==> src/rtl/bus_bridge.sv <==
// Purpose: debug/bootstrap initiator that turns a byte command stream into
//          read/write cycles on the 65C02 system bus and returns read data or
//          status on a byte response stream.
// Latency: a bus cycle starts 1 clk after grant is seen in REQ. It lasts 1 clk
//          plus one clk per clk of i_wait. Each response byte is valid 1 clk after
//          the cycle that produced it completes.
// Backpressure: o_rx_ready is low whenever a command byte cannot be consumed.
//          i_wait stretches the bus cycle. A response is held until i_tx_ready.
//
// Ports:
//   clk, resb                 clock and asynchronous active-low reset
//   i_rx_data/_valid, o_rx_ready   command byte stream (valid/ready)
//   o_tx_data/_valid, i_tx_ready   response byte stream (valid/ready)
//   o_busreq, i_busgrant      bus ownership request / grant
//   o_addr, o_data, o_rwb, o_cycle registered bus cycle outputs
//   i_data, i_wait            read data and target stall from the system bus
module bus_bridge #(
  parameter logic [7:0] ACK_BYTE = 8'h2E,
  parameter logic [7:0] ERR_BYTE = 8'h3F
) (
  input  logic        clk,
  input  logic        resb,
  input  logic [7:0]  i_rx_data,
  input  logic        i_rx_valid,
  output logic        o_rx_ready,
  output logic [7:0]  o_tx_data,
  output logic        o_tx_valid,
  input  logic        i_tx_ready,
  output logic        o_busreq,
  input  logic        i_busgrant,
  output logic [15:0] o_addr,
  output logic [7:0]  o_data,
  output logic        o_rwb,
  output logic        o_cycle,
  input  logic [7:0]  i_data,
  input  logic        i_wait
);

  localparam logic [7:0] OPC_WR = 8'h57;
  localparam logic [7:0] OPC_RD = 8'h52;

  typedef enum logic [3:0] {
    S_IDLE,   // waiting for opcode
    S_OPC,    // opcode taken, waiting for addr_hi
    S_AHI,    // addr_hi taken, waiting for addr_lo
    S_ALO,    // addr_lo taken, waiting for len
    S_LEN,    // header complete, choose write or read path
    S_WDATA,  // waiting for next write data byte
    S_REQ,    // waiting for bus grant
    S_BUS,    // bus cycle in progress
    S_RDATA,  // read byte waiting for response handshake
    S_ACK,    // write burst done, ACK byte waiting for handshake
    S_ERR     // unknown opcode, ERR byte waiting for handshake
  } state_t;

  state_t      state_q, state_d;
  logic [15:0] addr_q, addr_d;
  logic [7:0]  rem_q, rem_d;
  logic        is_wr_q, is_wr_d;
  logic [7:0]  wdata_q, wdata_d;
  logic        cycle_q, cycle_d;
  logic        rwb_q, rwb_d;
  logic        busreq_q, busreq_d;
  logic [7:0]  tx_dat_q, tx_dat_d;
  logic        tx_vld_q, tx_vld_d;
  logic        rx_rdy_q, rx_rdy_d;

  logic rx_fire;
  logic tx_fire;
  logic last_beat;

  assign rx_fire   = i_rx_valid & rx_rdy_q;
  assign tx_fire   = tx_vld_q & i_tx_ready;
  // Remaining count is decremented on completion; a count of 1 here means
  // this cycle is the final one (len=0 starts at 0 and wraps through 255).
  assign last_beat = (rem_q == 8'd1);

  always_comb begin
    state_d  = state_q;
    addr_d   = addr_q;
    rem_d    = rem_q;
    is_wr_d  = is_wr_q;
    wdata_d  = wdata_q;
    cycle_d  = cycle_q;
    rwb_d    = rwb_q;
    busreq_d = busreq_q;
    tx_dat_d = tx_dat_q;
    tx_vld_d = tx_vld_q;

    unique case (state_q)
      S_IDLE: begin
        if (rx_fire) begin
          if (i_rx_data == OPC_WR) begin
            is_wr_d = 1'b1;
            state_d = S_OPC;
          end else if (i_rx_data == OPC_RD) begin
            is_wr_d = 1'b0;
            state_d = S_OPC;
          end else begin
            // Unknown opcode: answer immediately, consume nothing more.
            tx_dat_d = ERR_BYTE;
            tx_vld_d = 1'b1;
            state_d  = S_ERR;
          end
        end
      end

      S_OPC: begin
        if (rx_fire) begin
          addr_d[15:8] = i_rx_data;
          state_d      = S_AHI;
        end
      end

      S_AHI: begin
        if (rx_fire) begin
          addr_d[7:0] = i_rx_data;
          state_d     = S_ALO;
        end
      end

      S_ALO: begin
        if (rx_fire) begin
          rem_d   = i_rx_data;
          state_d = S_LEN;
        end
      end

      S_LEN: begin
        if (is_wr_q) begin
          state_d = S_WDATA;
        end else begin
          busreq_d = 1'b1;
          state_d  = S_REQ;
        end
      end

      S_WDATA: begin
        if (rx_fire) begin
          wdata_d  = i_rx_data;
          busreq_d = 1'b1;
          state_d  = S_REQ;
        end
      end

      S_REQ: begin
        // Grant is only looked at here; once in BUS the cycle runs to completion.
        if (i_busgrant) begin
          cycle_d = 1'b1;
          rwb_d   = ~is_wr_q;
          state_d = S_BUS;
        end
      end

      S_BUS: begin
        if (!i_wait) begin
          cycle_d = 1'b0;
          rwb_d   = 1'b1;
          addr_d  = addr_q + 16'd1;
          rem_d   = rem_q - 8'd1;
          if (last_beat) begin
            busreq_d = 1'b0;
          end
          if (is_wr_q) begin
            if (last_beat) begin
              tx_dat_d = ACK_BYTE;
              tx_vld_d = 1'b1;
              state_d  = S_ACK;
            end else begin
              state_d = S_WDATA;
            end
          end else begin
            tx_dat_d = i_data;
            tx_vld_d = 1'b1;
            state_d  = S_RDATA;
          end
        end
      end

      S_RDATA: begin
        if (tx_fire) begin
          tx_vld_d = 1'b0;
          state_d  = (rem_q == 8'd0) ? S_IDLE : S_REQ;
        end
      end

      S_ACK, S_ERR: begin
        if (tx_fire) begin
          tx_vld_d = 1'b0;
          state_d  = S_IDLE;
        end
      end

      default: begin
        state_d = S_IDLE;
      end
    endcase

    // Ready is registered from the next state so it is low during reset and
    // rises on the first edge after release.
    rx_rdy_d = (state_d == S_IDLE) || (state_d == S_OPC) || (state_d == S_AHI) ||
               (state_d == S_ALO)  || (state_d == S_WDATA);
  end

  always_ff @(posedge clk or negedge resb) begin
    if (!resb) begin
      state_q  <= S_IDLE;
      addr_q   <= 16'h0000;
      rem_q    <= 8'h00;
      is_wr_q  <= 1'b0;
      wdata_q  <= 8'h00;
      cycle_q  <= 1'b0;
      rwb_q    <= 1'b1;
      busreq_q <= 1'b0;
      tx_dat_q <= 8'h00;
      tx_vld_q <= 1'b0;
      rx_rdy_q <= 1'b0;
    end else begin
      state_q  <= state_d;
      addr_q   <= addr_d;
      rem_q    <= rem_d;
      is_wr_q  <= is_wr_d;
      wdata_q  <= wdata_d;
      cycle_q  <= cycle_d;
      rwb_q    <= rwb_d;
      busreq_q <= busreq_d;
      tx_dat_q <= tx_dat_d;
      tx_vld_q <= tx_vld_d;
      rx_rdy_q <= rx_rdy_d;
    end
  end

  assign o_rx_ready = rx_rdy_q;
  assign o_tx_data  = tx_dat_q;
  assign o_tx_valid = tx_vld_q;
  assign o_busreq   = busreq_q;
  assign o_addr     = addr_q;
  assign o_data     = wdata_q;
  assign o_rwb      = rwb_q;
  assign o_cycle    = cycle_q;

endmodule
==> config.mk <==
export PLATFORM = sky130hd
export DESIGN_NAME = bus_bridge
export DESIGN_NICKNAME = d
export VERILOG_FILES = /design/src/rtl/bus_bridge.sv
export SDC_FILE = /design/constraint.sdc
export NUM_CORES = 1
export LEC_CHECK = 0
export BUFFER_PORTS_ARGS = -buffer_cell sky130_fd_sc_hd__buf_2
export CAP_MARGIN = 20
export CELL_PAD_IN_SITES_DETAIL_PLACEMENT = 1
export CELL_PAD_IN_SITES_GLOBAL_PLACEMENT = 1
export CORE_MARGIN = 8
export CORE_UTILIZATION = 25
export DETAILED_ROUTE_END_ITERATION = 10
export PLACE_DENSITY = 0.64
export SLEW_MARGIN = 20
export SYNTH_ARGS = -nofsm -noshare
export SYNTH_HDL_FRONTEND = slang
export SYNTH_SLANG_ARGS = --single-unit
==> constraint.sdc <==
create_clock -name clk -period 2.2 [get_ports clk]
set_input_delay 0.44 -clock clk [delete_from_list [all_inputs] [get_ports clk]]
set_output_delay 0.44 -clock clk [all_outputs]
set_load 0.01 [all_outputs]
==> results of run 1 <==
## cells in the mapped netlist (2+ instances only)
master	instances	area, sq um
sky130_fd_sc_hd__nand4b_1	2	17.5
sky130_fd_sc_hd__a31o_2	3	26.3
sky130_fd_sc_hd__a31oi_1	4	25.0
sky130_fd_sc_hd__nor2_1	24	90.1
sky130_fd_sc_hd__a32oi_1	2	17.5
sky130_fd_sc_hd__nand4bb_1	2	22.5
sky130_fd_sc_hd__nor3_1	5	25.0
sky130_fd_sc_hd__nor4_2	2	25.0
sky130_fd_sc_hd__dfrtp_1	49	1230
sky130_fd_sc_hd__and3_1	3	18.8
sky130_fd_sc_hd__o2bb2ai_1	2	17.5
sky130_fd_sc_hd__o22a_1	2	17.5
sky130_fd_sc_hd__o22ai_1	7	43.8
sky130_fd_sc_hd__a21oi_1	39	195
sky130_fd_sc_hd__inv_1	14	52.6
sky130_fd_sc_hd__nand4_1	3	18.8
sky130_fd_sc_hd__nand3b_1	2	15.0
sky130_fd_sc_hd__nand2b_1	2	12.5
sky130_fd_sc_hd__buf_2	5	25.0
sky130_fd_sc_hd__a21o_1	2	15.0
sky130_fd_sc_hd__nand2_1	32	120
sky130_fd_sc_hd__o32a_1	2	20.0
sky130_fd_sc_hd__and2_1	4	25.0
sky130_fd_sc_hd__clkbuf_1	9	33.8
sky130_fd_sc_hd__mux2i_1	7	70.1
sky130_fd_sc_hd__a2bb2oi_1	3	26.3
sky130_fd_sc_hd__mux2_2	9	101
sky130_fd_sc_hd__buf_4	2	15.0
sky130_fd_sc_hd__buf_6	5	56.3
sky130_fd_sc_hd__nor3b_1	2	15.0
sky130_fd_sc_hd__a211o_1	2	17.5
sky130_fd_sc_hd__a22oi_1	2	15.0
sky130_fd_sc_hd__o21ai_1	2	10.0
sky130_fd_sc_hd__ha_1	3	37.5
sky130_fd_sc_hd__or2_2	4	25.0
sky130_fd_sc_hd__o21ai_0	24	120
sky130_fd_sc_hd__nand3_1	4	20.0
sky130_fd_sc_hd__nor4_1	5	31.3
## power by group through the flow
stage / Combinational (W) / Sequential, W / Clock [W]
floorplan: 0.00137 / 0.00181 / 0
global placement: 0.00219 / 0.00176 / 0
detailed placement: 0.00223 / 0.00178 / 0
CTS: 0.00225 / 0.00176 / 0.000933
global route: 0.00248 / 0.00183 / 0.000967
finish: 0.00222 / 0.00176 / 0.000905
## flip-flops by register name, indices dropped and copies added, names as in the netlist
signal	count
o_rx_ready	1
o_addr	16
o_tx_valid	1
o_data	8
state_q	4
o_tx_data	8
rem_q	8
o_busreq	1
o_rwb	1
is_wr_q	1
o_cycle	1
## worst max-delay path, stage by stage (launching register included)
cell                      delay, ps
sky130_fd_sc_hd__dfrtp_1        440
sky130_fd_sc_hd__nor4_2         450
sky130_fd_sc_hd__a31oi_1        180
sky130_fd_sc_hd__o32a_1         410
sky130_fd_sc_hd__buf_12         170
sky130_fd_sc_hd__nor4_1         180
sky130_fd_sc_hd__a21oi_1         70
## final cells by class
cell class,count,area (sq um)
Inverter,14,52.6
Timing Repair Buffer,73,428
Tap cell,143,179
Clock inverter,3,43.8
Fill cell,1351,7790
Multi-Input combinational cell,232,1450
Clock buffer,5,125
Sequential cell,50,1250
## path summary, 6_finish.rpt
| path | startpoint | end | slack [ps] | cells past startpoint |
|---|---|---|---|---|
| worst max register to register | rem_q[5] | o_tx_data[1] | 170 | 6 |
| max in group asynchronous | resb | o_rwb | 1490 | 2 |
| worst min-delay path | resb | o_addr[3] | 80 | 1 |
| worst max-delay path | rem_q[5] | o_tx_data[1] | 170 | 6 |
| min in group clk | i_data[7] | o_tx_data[7] | 390 | 3 |
| worst min register to register | o_data[4] | o_data[4] | 500 | 1 |
## cell families after synthesis
| family | synth area share |
|---|---|
| adders and majority gates | 0.0131 |
| buffers and inverters | 0.0635 |
| DFF | 0.436 |
| xor gates and xnor gates | 0.00305 |
| muxes | 0.0596 |
| and+or+nand+nor | 0.194 |
| AOI/OAI and AO/OA | 0.232 |
## metal layers
layer	part of all wire	GRT usage	up-vias	wire length, microns
li1	-	-	1273	-
met1	0.47	0.159	1339	4310
met2	0.48	0.203	44	4330
met3	0.041	0.0283	5	376
met4	0.0096	0.0316	0	87
met5	0	0	-	0
## stage by stage
stage / instance area [sq um] / utilization
finish: 3530 / 0.311
global route: 3530 / 0.311
CTS: 3520 / 0.311
detailed placement: 3350 / 0.296
global placement: 3350 / 0.296
floorplan: 2880 / -
==> impl_metrics.toml, run 1 <==
[sta]
max-slew-margin-rel = 0.679
rsz_0062_raised_after_global_routing = "false"
final-setup-viol-count = 0
final-max-slew-violation-count = 0
final_critical_path_setup_slack_ps = 168
fmax_ghz = 0.492
timing.clock.skew_ps = 9.26
setup_tns_final_ps = 0
whs_ps = 84.0
slew_worst_pin_ps = 475
hold_viol_final = 0
min_period_ps = 2030
timing.final.crit_share = 0.923

[power]
cell_internal_pwr_w = 0.00283
vdd_ir_drop_max_mv = 0.502
swShare = 0.420
power.total_w = 0.00489
share_clk_of_total_power = 0.185
power_switching_w = 0.00205
combPwrFrac = 0.454
sequentialPowerShare = 0.361
power_density_mw_per_mm2 = 1390
leakagePower_nw = 1.57

[floorplan]
rows = 39
fp.dieArea_sq_mm = 0.0152
initial_utilization = 0.254
core-area_sq_mm = 0.0113
fp.dieW_microns = 123
die_height_microns = 123
top_level_ports = 59

[global_routing]
number_of_global_route_vias_before_repair = 2790
grt_start_max_net_pins = 31
antenna_found_initial = 0
wire_length_of_the_first_global_routing_pass_microns = 14900
globalRouteTotalUtil = 0.123
grt_remaining_overflow = 0

[yosys]
asyncSetResetFlopFracSynth = 1.00
synth_nets = 342
synthCells = 317
ys.warnings.count = 0
synth_cell_types = 60
seq_area_frac_synth = 0.436
postSynthRegisterBits = 50
synth-edff-count = 0
syn_area_sq_mm = 0.00288
syn_area_per_cell_sq_um = 9.07
synthFlopType = "sky130_fd_sc_hd__dfrtp_1"

[layout]
instances_no_fill = 520
final_nets = 401
final_common_cell = "sky130_fd_sc_hd__buf_2"
layout-drive-gt1-share = 0.276
layout-area-overhead-vs-synth_pct = 22.6
antenna-diode-count = 0
layout_common_cells = "sky130_fd_sc_hd__buf_2 (58), sky130_fd_sc_hd__dfrtp_1 (49), sky130_fd_sc_hd__a21oi_1 (39)"

[clock_network]
cts_root_buffer = "sky130_fd_sc_hd__clkbuf_16"
cts.htree.levels = 2
numClockSinks = 50
post_cts_resize_count = 0
tritoncts = "built"
tritoncts.num_buffers = 5
worst_setup_hold_path_clk_slew_ps = 70
clk-insertion-delay-late_ps = 300
post_cts_hold_buffer_count = 0
post-cts-setup-buffers = 0
clock_path_buffers = 2

[place]
place_worst_setup_slack_ps = 103
routabilityCongestion = 0.839
port_buffers = 58
place.detailed.instances = 512
dp.final_hpwl_microns = 6970

[detailed_routing]
detail_route.drc_violations = 0
via_count = 2661
drt-initial-drc-count = 99
drt-vias-per-instance = 5.12
routed_wire_length_per_instance_microns = 17.5
drt_pass1_iterations = 4
totalWireLength_microns = 9110
post_route_antenna_net_violation_count = 0

[status]
run_status = "completed"

[critical_path]
cp-end-kind = "flip-flop"
data_arrival_time_of_the_critical_path_ps = 2200
startpoint_type = "flip-flop"
cp_max_fo = 15
critPathKind = "flip-flop to flip-flop"
cp.required_ps = 2370

[min_path]
holdCritPathClass = "primary input to asynchronous set/reset pin"

[run]
maxCapViolations = 0
(Power assumes the default switching activity.)
==> inputs of run 2 (changes only) <==
--- a/config.mk
+++ b/config.mk
@@ -5,14 +5,14 @@
 export SDC_FILE = /design/constraint.sdc
 export NUM_CORES = 1
 export LEC_CHECK = 0
-export BUFFER_PORTS_ARGS = -buffer_cell sky130_fd_sc_hd__buf_2
 export CAP_MARGIN = 20
 export CELL_PAD_IN_SITES_DETAIL_PLACEMENT = 1
 export CELL_PAD_IN_SITES_GLOBAL_PLACEMENT = 1
 export CORE_MARGIN = 8
 export CORE_UTILIZATION = 25
 export DETAILED_ROUTE_END_ITERATION = 10
-export PLACE_DENSITY = 0.64
+export DONT_BUFFER_PORTS = 1
+export PLACE_DENSITY = 0.58
 export SLEW_MARGIN = 20
 export SYNTH_ARGS = -nofsm -noshare
 export SYNTH_HDL_FRONTEND = slang
==> run 2 against run 1 <==
Against the previous run: the flow now finishes with violations (negative hold slack); clock power is 2% higher; final cell count is 11% lower; non-clock buffer count is 55 lower.
==> impl_metrics.toml, run 2 (synthesized netlist as in run 1, its figures left out) <==
[status]
run_status = "complete, but fails checks"
violations = "negative hold slack"

[clock_network]
post_cts_hold_buffer_count = 1
post-cts-setup-buffers = 0
clk-insertion-delay-late_ps = 290
clock_path_buffers = 2
worst_setup_hold_path_clk_slew_ps = 70
numClockSinks = 50
cts_root_buffer = "sky130_fd_sc_hd__clkbuf_16"
tritoncts.num_buffers = 5
tritoncts = "built"
cts.htree.levels = 2
post_cts_resize_count = 0

[detailed_routing]
detail_route.drc_violations = 0
post_route_antenna_net_violation_count = 0
routed_wire_length_per_instance_microns = 19.4
via_count = 2450
drt-vias-per-instance = 5.27
totalWireLength_microns = 9030
drt_pass1_iterations = 4
drt-initial-drc-count = 140

[critical_path]
data_arrival_time_of_the_critical_path_ps = 2200
reg2reg_depth = 6
worstReg2RegStart = "state_q[2]"
cp.required_ps = 2360
worst_r2r_endpoint = "o_tx_data[3]"
reg2reg_setup_slack_ps = 160
critPathKind = "flip-flop to flip-flop"
cp_max_fo = 16
cp-end-kind = "flip-flop"
startpoint_type = "flip-flop"

[sta]
max-slew-margin-rel = 0.664
slew_worst_pin_ps = 497
setup_tns_final_ps = 0
whs_ps = -7.64
min_period_ps = 2040
final-max-slew-violation-count = 0
final-setup-viol-count = 0
fmax_ghz = 0.491
hold_viol_final = 4
rsz_0062_raised_after_global_routing = "false"
timing.final.crit_share = 0.926
timing.clock.skew_ps = 10.2

[layout]
finalCoreUtilization = 0.290
multi_input_comb_area_sq_mm = 0.00144
largest_register_ff_count = 16
layout-area-overhead-vs-synth_pct = 14.1
final_nets = 346
layout_common_cells = "sky130_fd_sc_hd__dfrtp_1 (49), sky130_fd_sc_hd__a21oi_1 (39), sky130_fd_sc_hd__nand2_1 (32)"
final-seq-area_sq_mm = 0.00125
layout-drive-gt1-share = 0.149
layout.filler_cells = 1336
final_common_cell = "sky130_fd_sc_hd__dfrtp_1"
antenna-diode-count = 0

[floorplan]
fp.dieArea_sq_mm = 0.0152
fp.dieW_microns = 123
rows = 39
initial_utilization = 0.254
die_height_microns = 123
top_level_ports = 59
core-area_sq_mm = 0.0113

[global_routing]
wire_length_of_the_first_global_routing_pass_microns = 14300
grt_start_max_net_pins = 51
grt_remaining_overflow = 0
globalRouteTotalUtil = 0.121
number_of_global_route_vias_before_repair = 2543
antenna_found_initial = 0

[run]
maxCapViolations = 0

[power]
power.total_w = 0.00465
vdd_ir_drop_max_mv = 0.491
power_density_mw_per_mm2 = 1420
leakagePower_nw = 1.37

[place]
port_buffers = 0
routabilityCongestion = 0.803
dp.final_hpwl_microns = 6730

[min_path]
holdCritPathClass = "primary input to asynchronous set/reset pin"
-- run 2: changes by cell type in the layout (fill, tap and decap cells not counted), sizes merged --
cell,delta
clkbuf,+1
buf,-55
clkinv,-1
-- run 2: worst max path at each step --
stage	cells after the start	from	end	slack, ps
after floorplan	8	state_q[3]	o_tx_data[4]	410
after global placement	6	rem_q[5]	o_tx_data[3]	260
after detailed placement	6	state_q[2]	o_tx_data[3]	200
after CTS	6	rem_q[5]	o_tx_data[3]	170
after global routing	6	state_q[2]	o_tx_data[2]	20
final	6	state_q[2]	o_tx_data[3]	160
-- run 2: worst max-delay path, stage by stage, from the launching register on --
cell                        delay, ps
sky130_fd_sc_hd__dfrtp_1          480
sky130_fd_sc_hd__nand4bb_1        400
sky130_fd_sc_hd__or2_2            390
sky130_fd_sc_hd__o32a_1           200
sky130_fd_sc_hd__buf_12           160
sky130_fd_sc_hd__nor4_1           210
sky130_fd_sc_hd__a21oi_1           70
-- run 2: routing by layer --
layer | routed length [microns] | global-route usage | vias up
met5 | 0 | 0 | -
met4 | 201 | 0.0459 | 0
met3 | 726 | 0.0429 | 13
met2 | 4300 | 0.198 | 61
met1 | 3810 | 0.143 | 1217
li1 | - | - | 1159
-- run 2: power breakdown --
part	internal, W	switching, W	leakage, nW	total, W
clock	0.000572	0.000348	0.0875	0.000920
combinational	0.000783	0.00102	0.694	0.00180
sequential	0.00135	0.000587	0.584	0.00194
-- run 2: cell type report --
type / count / area share
clock buffers: 6 / 0.0423
inverters: 14 / 0.0160
well taps: 143 / 0.0545
multi-input cells: 232 / 0.439
flip-flops and latches: 50 / 0.382
repair buffers: 18 / 0.0549
clock inverters: 2 / 0.0118
-- run 2: metrics by stage --
stage / cells / instance area, sq um / hold WS, ps / setup slack [ps]
2_1_floorplan: 317 / 2880 / 144 / 411
5_1_grt: 465 / 3280 / 5.45 / 22.9
6_report: 465 / 3280 / -7.64 / 163
4_1_cts: 465 / 3280 / 1.86 / 175
3_5_place_dp: 456 / 3080 / 146 / 199
3_3_place_gp: 456 / 3080 / 147 / 264
